--- src/rtl/sort_pkg.sv ---
// rtl/sort_pkg.sv - shared widths, slot count and loader state encoding for the sorter front end
package sort_pkg;

    localparam int SORT_WIDTH = 4;
    localparam int NUM_SLOTS  = 4;

    typedef enum logic [1:0] {
        ST_EMPTY   = 2'd0,
        ST_FILLING = 2'd1,
        ST_FULL    = 2'd2
    } load_state_e;

endpackage

--- src/rtl/btn_debounce.sv ---
// rtl/btn_debounce.sv - two-flop synchronizer, stable-count debouncer and rising-edge strobe
module btn_debounce #(
    parameter int DB_CYCLES = 1000000
) (
    input  logic clk,
    input  logic rst_n,
    input  logic btn_raw,
    output logic btn_level,
    output logic btn_rise
);

    localparam int CNT_W = (DB_CYCLES > 1) ? $clog2(DB_CYCLES) : 1;
    localparam logic [CNT_W-1:0] CNT_LAST = CNT_W'(DB_CYCLES - 1);

    logic             sync1_q, sync1_d;
    logic             sync2_q, sync2_d;
    logic             db_q, db_d;
    logic             db_dly_q, db_dly_d;
    logic [CNT_W-1:0] cnt_q, cnt_d;

    always_comb begin
        sync1_d  = btn_raw;
        sync2_d  = sync1_q;
        db_dly_d = db_q;
        db_d     = db_q;
        cnt_d    = '0;
        // A level change is accepted only after DB_CYCLES consecutive mismatching edges.
        if (sync2_q != db_q) begin
            if (cnt_q == CNT_LAST) begin
                db_d = sync2_q;
            end else begin
                cnt_d = cnt_q + CNT_W'(1);
            end
        end
    end

    always_ff @(posedge clk or negedge rst_n) begin
        if (!rst_n) begin
            sync1_q  <= 1'b0;
            sync2_q  <= 1'b0;
            db_q     <= 1'b0;
            db_dly_q <= 1'b0;
            cnt_q    <= '0;
        end else begin
            sync1_q  <= sync1_d;
            sync2_q  <= sync2_d;
            db_q     <= db_d;
            db_dly_q <= db_dly_d;
            cnt_q    <= cnt_d;
        end
    end

    assign btn_level = db_q;
    assign btn_rise  = db_q & ~db_dly_q;

endmodule

--- src/rtl/sort_input_loader.sv ---
// rtl/sort_input_loader.sv - captures four debounced button-loaded values and holds them for the sorter
module sort_input_loader
    import sort_pkg::*;
#(
    parameter int WIDTH     = SORT_WIDTH,
    parameter int DB_CYCLES = 1000000
) (
    input  logic             clk,
    input  logic             rst_n,
    input  logic [WIDTH-1:0] data_in,
    input  logic             load_btn,
    input  logic             clr,
    output logic [WIDTH-1:0] A,
    output logic [WIDTH-1:0] B,
    output logic [WIDTH-1:0] C,
    output logic [WIDTH-1:0] D,
    output logic [2:0]       count,
    output logic             full,
    output logic             load_ack
);

    logic load_stb;
    logic btn_level;

    load_state_e      state_q, state_d;
    logic [WIDTH-1:0] slot_q [NUM_SLOTS];
    logic [WIDTH-1:0] slot_d [NUM_SLOTS];
    logic [2:0]       count_q, count_d;
    logic             full_q, full_d;
    logic             ack_q, ack_d;

    btn_debounce #(
        .DB_CYCLES (DB_CYCLES)
    ) u_debounce (
        .clk       (clk),
        .rst_n     (rst_n),
        .btn_raw   (load_btn),
        .btn_level (btn_level),
        .btn_rise  (load_stb)
    );

    always_comb begin
        state_d = state_q;
        slot_d  = slot_q;
        count_d = count_q;
        full_d  = full_q;
        ack_d   = 1'b0;
        if (clr) begin
            state_d = ST_EMPTY;
            for (int i = 0; i < NUM_SLOTS; i++) slot_d[i] = '0;
            count_d = '0;
            full_d  = 1'b0;
        end else if (load_stb && state_q != ST_FULL) begin
            // The fill count doubles as the write pointer.
            slot_d[count_q[1:0]] = data_in;
            count_d = count_q + 3'd1;
            ack_d   = 1'b1;
            if (count_q == 3'(NUM_SLOTS - 1)) begin
                state_d = ST_FULL;
                full_d  = 1'b1;
            end else begin
                state_d = ST_FILLING;
            end
        end
    end

    always_ff @(posedge clk or negedge rst_n) begin
        if (!rst_n) begin
            state_q <= ST_EMPTY;
            for (int i = 0; i < NUM_SLOTS; i++) slot_q[i] <= '0;
            count_q <= '0;
            full_q  <= 1'b0;
            ack_q   <= 1'b0;
        end else begin
            state_q <= state_d;
            slot_q  <= slot_d;
            count_q <= count_d;
            full_q  <= full_d;
            ack_q   <= ack_d;
        end
    end

    assign A        = slot_q[0];
    assign B        = slot_q[1];
    assign C        = slot_q[2];
    assign D        = slot_q[3];
    assign count    = count_q;
    assign full     = full_q;
    assign load_ack = ack_q;

endmodule

--- config.mk ---
export PLATFORM = sky130hd
export DESIGN_NAME = sort_input_loader
export DESIGN_NICKNAME = d
export VERILOG_FILES = /design/src/rtl/sort_pkg.sv /design/src/rtl/btn_debounce.sv /design/src/rtl/sort_input_loader.sv
export SDC_FILE = /design/constraint.sdc
export NUM_CORES = 1
export LEC_CHECK = 0
export CAP_MARGIN = 20
export CELL_PAD_IN_SITES_DETAIL_PLACEMENT = 0
export CELL_PAD_IN_SITES_GLOBAL_PLACEMENT = 1
export CORE_UTILIZATION = 41
export CTS_BUF_LIST = sky130_fd_sc_hd__clkbuf_8
export CTS_CLUSTER_SIZE = 16
export DETAILED_ROUTE_END_ITERATION = 12
export HOLD_SLACK_MARGIN = 0.05
export PLACE_DENSITY = 0.85
export SYNTH_ARGS = -nofsm -noshare
export SYNTH_HDL_FRONTEND = slang
export SYNTH_HIERARCHICAL = 1
export SYNTH_SLANG_ARGS = --single-unit
--- constraint.sdc ---
create_clock -name clk -period 1.9 [get_ports clk]
set_input_delay 0.19 -clock clk [delete_from_list [all_inputs] [get_ports clk]]
set_output_delay 0.19 -clock clk [all_outputs]
set_load 0.01 [all_outputs]
### Yosys cells after proc, flatten, opt, wreduce, memory -nomap -nowiden

Index checks and enable logic that the tools add are counted.

* bits in registers: 47
* bits in latches: 0
* bits in writable memories: 0
* memory bits (read-only): 0
* bits of input ports: 8
* output and inout port bits: 21
* word-level logic and storage cells: 47
* memories: 0

* add/subtract/negate cells: 2
* $mul: 0
* div/mod/pow operators: 0
* magnitude comparators: 2
* eq/ne operators: 4
* shift-type cells: 0
* mux-type cells: 17
* bitwise gates (word level): 3
* reductions and logical operators: 6

Operator list (number)
* $mux W20: 2
* $mux W16: 2
* $add A20 B1 Y20 const B: 1
* $eq A20 B20 Y1 const B: 1
* $bwmux W16: 1
* $demux W4 S2: 1
* $mux W2: 3
* $mux W3: 2
* $mux W1: 5
* $mux W4: 1
* $reduce_and A2 Y1: 2
* $reduce_bool A2 Y1: 2
* $add A3 B1 Y3 const B: 1
* $eq A3 B2 Y1 const B: 1
* $ge A3 B3 Y1 const B: 1
* $lt A3 B1 Y1 const B: 1
* $not A2 Y3: 1
* $logic_and A1 B1 Y1: 2
* $ne A2 B2 Y1 const B: 1
* $and A1 B1 Y1: 1
* $ne A1 B1 Y1: 1
* $not A1 Y1: 1

### Logic depth before layout (Yosys ltp)

Gate-level depths: netlist of run 1.

* depth in word-level cells: 8
* depth in mapped cells: 6

### By module

Netlist of run 1, hierarchy kept.

Modules (own cells, without submodules)
* btn_debounce: times used 1, cells an instance 108, area each 1146.1 um^2
* sort_input_loader: times used 1, cells an instance 96, area each 1134.8 um^2

### Worst setup path after synthesis of run 1

Ideal clock, no wire load.

* path kind: reg2reg
* from: reg u_debounce.cnt_q[0]
* to: reg u_debounce.cnt_q[18]
* library setup time: 78 ps
* arrival time: 1706 ps
* data required time: 1822 ps
* setup slack: 116 ps
* stages on the path, launching flop included: 7
* buffers on the path: 1
* cell sequence: dfrtp_1 > ha_1 > nand2_1 > or3_1 > buf_2 > or4_1 > a21oi_1

* cells in the longest elaborated chain, start to end: 3
* elaborated cells on any way between the ends: 4
* classes of those cells: add/sub (1); eq/ne (1); mux (2)

Ends and longest elaborated chain
* start: declaration: line btn_debounce.sv:19 `logic [CNT_W-1:0] cnt_q, cnt_d;`
* start signal: assignment: line btn_debounce.sv:49 `cnt_q <= cnt_d;`
* $add A20 B1 Y20 or $eq A20 B20 Y1 (tied branches): line btn_debounce.sv:32, btn_debounce.sv:29
* $mux W20 *: line btn_debounce.sv:29 `if (cnt_q == CNT_LAST) begin`
* $mux W20 *: line btn_debounce.sv:28 `if (sync2_q != db_q) begin`
* via u_debounce.cnt_d[18]: line btn_debounce.sv:19

The timed path passes the listed nets; every way through them passes the cells marked *.
A chain may end at the register's enable or synchronous reset.

### Worst setup path in the final report of run 1

* from: reg u_debounce.cnt_q[12]
* to: reg u_debounce.db_q (netlist: u_debounce/btn_level)

* cells in the longest elaborated chain, start to end: 2

Ends and longest elaborated chain
* $eq A20 B20 Y1: line btn_debounce.sv:29
* $reduce_and A2 Y1 (no source line)
* end signal: assignment: line btn_debounce.sv:41 `db_q <= 1'b0;`
* end signal: assignment: line btn_debounce.sv:47 `db_q <= db_d;`
* end: declaration: line btn_debounce.sv:17 `logic db_q, db_d;`

Every way passes these cells.

==> impl_metrics.toml, run 1 <==
[floorplan]
die_w_microns = 76.6
die_h_microns = 76.6
rows = 26
ios = 29
dieArea_sq_um = 5870
coreArea_sq_um = 5240
initial_core_util_pct = 43.5

[timing]
skew_ps = 12.7
worstMarginPinSlew_ps = 753
setup_violations = 0
finalCritPeriodShare_pct = 94.1
relSlewSlack_pct = 49.8
period_needed_ps = 1790
finalMaxSlewViolations = 0
setup_tns_ps = 0
hold_viol_final = 0
fin_ws_ps = 112
max_freq_mhz = 559

[grt]
grt_usage_pct = 16.7
grt_pass1_vias = 1618
grt_antenna_before_repair = 0
grt_max_degree = 35
grt_pass1_wl_microns = 7700
grt-ovfl-total = 0

[worst_hold_path]
hp-class = "in2reg"
hold_depth = 1

[run]
drv_cap = 0

[cts]
root_buffer = "clkbuf_8"
clk_path_buf_depth = 2
cts.sinks = 47
htreeDepth = 2
clock_latency_ps = 310
post_cts_buffers = 0
cts_tree = "built"
path_clk_slew_ps = 90
numCtsBuffers = 5

[route]
drt_iter0_markers = 62
drc = 0
dr.pass1.iters = 4
vias_per_cell = 5.11
ant_nets = 0
wl_per_cell_microns = 13.7
wl_microns = 4270
vias = 1594

[logic_synthesis]
async_flop_share_pct = 100
ys_warn_count = 6
yosysTopAreaCell = "dfrtp_1"
yosys.cell_types.count = 37
avgSynthCellArea_sq_um = 11.2
synth_edf_count = 0
synthTopCellsByCount = "47 x dfrtp_1, 21 x nand2b_1, 18 x nor2_1"
synth_most_common_cell = "dfrtp_1"
synth_cells = 204
synth_top_area_share_pct = 51.6
synth_seq_area_share_pct = 51.6
syn-num-nets = 218
ys_ff_latch = 47
synth.area.top_cells = "dfrtp_1 52%, mux2i_1 7.0%, nand2b_1 5.8%"
synth_area_sq_um = 2280
synth_top_flop_cell = "dfrtp_1"

[final_layout]
fin_area_sq_um = 2830
area_delta_synth_final_pct = 24.2
drive_gt1_share_pct = 11.6
diodes = 0
fill_cells = 477
nets = 255

[setup_path]
cp_data_required_time_ps = 2090
cp.arrival_ps = 1970
end_kind = "flop"
slowest_delay_ps = 510
cp_max_fo = 5
critical_path_class = "reg2reg"
crit_chain = "nor4b_1 > nand2_1 > or4_1 > mux2_2"
start_kind = "flop"
r2r_cells = 4
crit_slowest_cell = "or4_1"

[place]
place_area_sq_um = 2680
finalWeightedCongestion = 0.772
dp_hpwl_microns = 3010
numPortBuffers = 28
dpl_worst_slack_ps = 90.6

[outcome]
run_status = "complete, no violations"

[power]
total_leakage_power_nw = 1.28
power.density_nw_per_um2 = 695
total_power_mw = 1.97
ir_drop_mv = 0.516
==> repair_timing <==
item / in CTS / in global routing
hold endpoints to repair: 32 / 0
endpoints found under the setup margin: 0 / 12
resized for setup: 0 / 2
hold buffers: 1 / 0
==> worst max-delay path, delay by kind of cell (launching register included) <==
family | cells | cell delay (ps)
flops | 1 | 430
mux | 1 | 290
simple gates | 3 | 960
==> cells in the final DEF (no fill, tap or decap), types with 7 or more instances in the layout <==
cell type / instances
a21oi_1: 7
buf_4: 7
mux2i_1: 16
clkdlybuf4s50_1: 27
xor2_1: 8
nand2_1: 9
dfrtp_1: 47
nand3_1: 10
nor2_1: 18
nand2b_1: 21
==> worst paths after layout <==
check	from	to	slack [ps]
max reg2reg	u_debounce/cnt_q[12]$_DFF_PN0_	u_debounce/btn_level$_DFFE_PN0P_	110
min reg2reg	u_debounce/sync1_q$_DFF_PN0_	u_debounce/sync2_q$_DFF_PN0_	360
max in group asynchronous	rst_n	B[0]$_DFFE_PN0P_	800
min	load_btn	u_debounce/sync1_q$_DFF_PN0_	320
min in group asynchronous	rst_n	u_debounce/cnt_q[11]$_DFF_PN0_	490
max	u_debounce/cnt_q[12]$_DFF_PN0_	u_debounce/btn_level$_DFFE_PN0P_	110
==> cell type report <==
type | instances | area [sq um] | area share [%]
Multi-Input combinational cell | 146 | 1050 | 37.1
Inverter | 3 | 11.3 | 0.398
Sequential cell | 47 | 1180 | 41.5
Tap cell | 70 | 87.6 | 3.09
Clock buffer | 5 | 68.8 | 2.43
Timing Repair Buffer | 38 | 369 | 13.0
Clock inverter | 3 | 67.6 | 2.39
==> cells by family after synthesis <==
logic type | Yosys count | synth area share (%)
AO/OA/AOI/OAI | 21 | 6.80
XOR/XNOR | 13 | 4.99
adder cells (fa/ha/maj) | 6 | 3.29
buffers and inverters | 11 | 2.52
flip-flops | 47 | 51.6
multiplexers | 17 | 7.51
AND/OR/NAND/NOR | 89 | 23.3
==> report_power, final <==
group          internal (mW)  total, mW  switching (mW)
clock                  0.525      0.873           0.348
combinational         0.0375     0.0841          0.0466
sequential              1.01       1.01         0.00573
total                   1.57       1.97           0.401
==> state kept, by name, summed over array words and instances, names as in the netlist <==
signal                cells
u_debounce/db_dly_q       1
u_debounce/sync1_q        1
u_debounce/sync2_q        1
B                         4
A                         4
full                      1
D                         4
u_debounce/cnt_q         20
load_ack                  1
u_debounce/btn_level      1
count                     3
C                         4
state_q                   2
==> routing by layer <==
metal / GRT usage [%] / vias up / routed length, microns
met4: 5.77 / 0 / 55
met2: 26.8 / 27 / 1980
met3: 4.07 / 4 / 141
met5: 0 / - / 0
li1: - / 793 / -
met1: 22.0 / 770 / 2100
==> per-stage QoR <==
stage | cells | hold WS [ps] | utilization, %
6_report | 312 | 324 | 54.1
5_1_grt | 312 | 315 | 54.1
4_1_cts | 312 | 317 | 53.9
3_5_place_dp | 303 | 305 | 51.1
3_3_place_gp | 303 | 301 | 51.1
2_1_floorplan | 204 | -106 | -
Power figures use the tool's default switching activity.
==> run 2, diff against run 1 <==
--- a/config.mk
+++ b/config.mk
@@ -14,6 +14,7 @@
 export DETAILED_ROUTE_END_ITERATION = 12
 export HOLD_SLACK_MARGIN = 0.05
 export PLACE_DENSITY = 0.85
+export REMOVE_ABC_BUFFERS = 1
 export SYNTH_ARGS = -nofsm -noshare
 export SYNTH_HDL_FRONTEND = slang
 export SYNTH_HIERARCHICAL = 1
==> run 2 against run 1 <==
Net effect:
- maximum frequency is 0.91% higher
- non-clock buffer count is 1 higher
- sequential share of layout area is 0.18 points higher
- global-route usage is 0.55 points lower
- clock skew is 8.3 ps lower
- total power is 5.6% lower
==> impl_metrics.toml, run 2 (synthesized netlist as in run 1, its figures left out) <==
[outcome]
run_status = "complete, no violations"

[timing]
max_freq_mhz = 564
period_needed_ps = 1770
fin_ws_ps = 128
finalCritPeriodShare_pct = 93.2
skew_ps = 4.49
finalMaxSlewViolations = 0
rsz0062_at_grt = "no"
relSlewSlack_pct = 71.8
worstMarginPinSlew_ps = 420
setup_tns_ps = 0
hold_viol_final = 0
setup_violations = 0

[grt]
grt-ovfl-total = 0
grt_usage_pct = 16.1
grt_max_degree = 31
grt_pass1_vias = 1571
grt_pass1_wl_microns = 7550
grt_antenna_before_repair = 0

[place]
numPortBuffers = 28
finalWeightedCongestion = 0.802
place_inst = 303
dpl_worst_slack_ps = 47.5
dp_hpwl_microns = 3020

[setup_path]
cp_data_required_time_ps = 2130
start_kind = "flop"
r2r_slack_ps = 130
cp.arrival_ps = 2000
critical_path_class = "reg2reg"
end_kind = "flop"
cp_max_fo = 7

[route]
ant_nets = 0
wl_per_cell_microns = 13.8
vias = 1599
wl_microns = 4310
drc = 0
dr.pass1.iters = 4
vias_per_cell = 5.11
drt_iter0_markers = 81

[cts]
clk_path_buf_depth = 2
htreeDepth = 2
cts.sinks = 47
cts_tree = "built"
path_clk_slew_ps = 80
numCtsBuffers = 5
clock_latency_ps = 300
root_buffer = "clkbuf_8"

[floorplan]
die_w_microns = 76.6
die_h_microns = 76.6
ios = 29
dieArea_sq_um = 5870
coreArea_sq_um = 5240
initial_core_util_pct = 43.5
rows = 26

[final_layout]
diodes = 0
nets = 256
layout_commonest_cell = "dfrtp_1"
drive_gt1_share_pct = 13.2
largest_register = "u_debounce/cnt_q"
area_delta_synth_final_pct = 23.6
largest_reg_flops = 20
final_cell_mix = "47 x dfrtp_1, 27 x clkdlybuf4s50_1, 21 x nand2b_1"
fin_util_pct = 53.8
instances_no_fill = 313

[worst_hold_path]
hp-class = "in2async"

[power]
power.density_nw_per_um2 = 659
total_leakage_power_nw = 1.27
ir_drop_mv = 0.305

[run]
drv_cap = 0
## run 2: area by class of cell
cell class | instances | area (sq um)
clock buffer | 6 | 82.6
inverter | 3 | 11.3
multi-input combinational | 146 | 1070
clock inverter | 2 | 35.0
timing repair buffer | 39 | 360
fill | 471 | 2420
sequential | 47 | 1180
tap | 70 | 87.6
## run 2: power breakdown
group | internal (mW) | switching [mW] | total (mW)
Clock | 0.426 | 0.335 | 0.761
Sequential | 1.01 | 0.00627 | 1.01
Combinational | 0.0379 | 0.0472 | 0.0852
## run 2: routing by layer
metal / wire length (microns) / track usage (%) / vias to the layer above / part of all wire (%)
met1: 2040 / 21.5 / 776 / 47
met4: 46 / 4.62 / 0 / 1.1
met5: 0 / 0 / - / 0
met2: 2020 / 25.6 / 28 / 47
li1: - / - / 790 / -
met3: 210 / 4.55 / 5 / 4.9
## run 2: final timing paths
path,startpoint,endpoint,cells past startpoint
min,rst_n,u_debounce/cnt_q[3]$_DFF_PN0_,2
min reg2reg,u_debounce/sync1_q$_DFF_PN0_,u_debounce/sync2_q$_DFF_PN0_,0
max reg2reg,u_debounce/cnt_q[0]$_DFF_PN0_,u_debounce/cnt_q[18]$_DFF_PN0_,5
min in group clk,load_btn,u_debounce/sync1_q$_DFF_PN0_,1
max,u_debounce/cnt_q[0]$_DFF_PN0_,u_debounce/cnt_q[18]$_DFF_PN0_,5
max in group asynchronous,rst_n,u_debounce/cnt_q[8]$_DFF_PN0_,3
## run 2: critical path: stages (launching register included)
cell and delay, ps:
dfrtp_1 400, ha_2 220, nand2_1 110, or3_4 390, or4_1 420, a21oi_1 160
## run 2: stage by stage
stage / power [mW] / cell area, sq um / hold slack (ps)
final: 1.86 / 2820 / 259
after global routing: 1.92 / 2820 / 256
after CTS: 1.88 / 2790 / 246
after detailed placement: 1.12 / 2670 / 40.1
after global placement: 1.11 / 2670 / 32.8
after floorplan: 1.06 / 2230 / -106
## run 2: what timing repair did
item	CTS	global route
buffers inserted	0	1
hold endpoints to repair	47	0
hold buffers	1	0
resized for setup	0	4
endpoints found under the setup margin	0	4
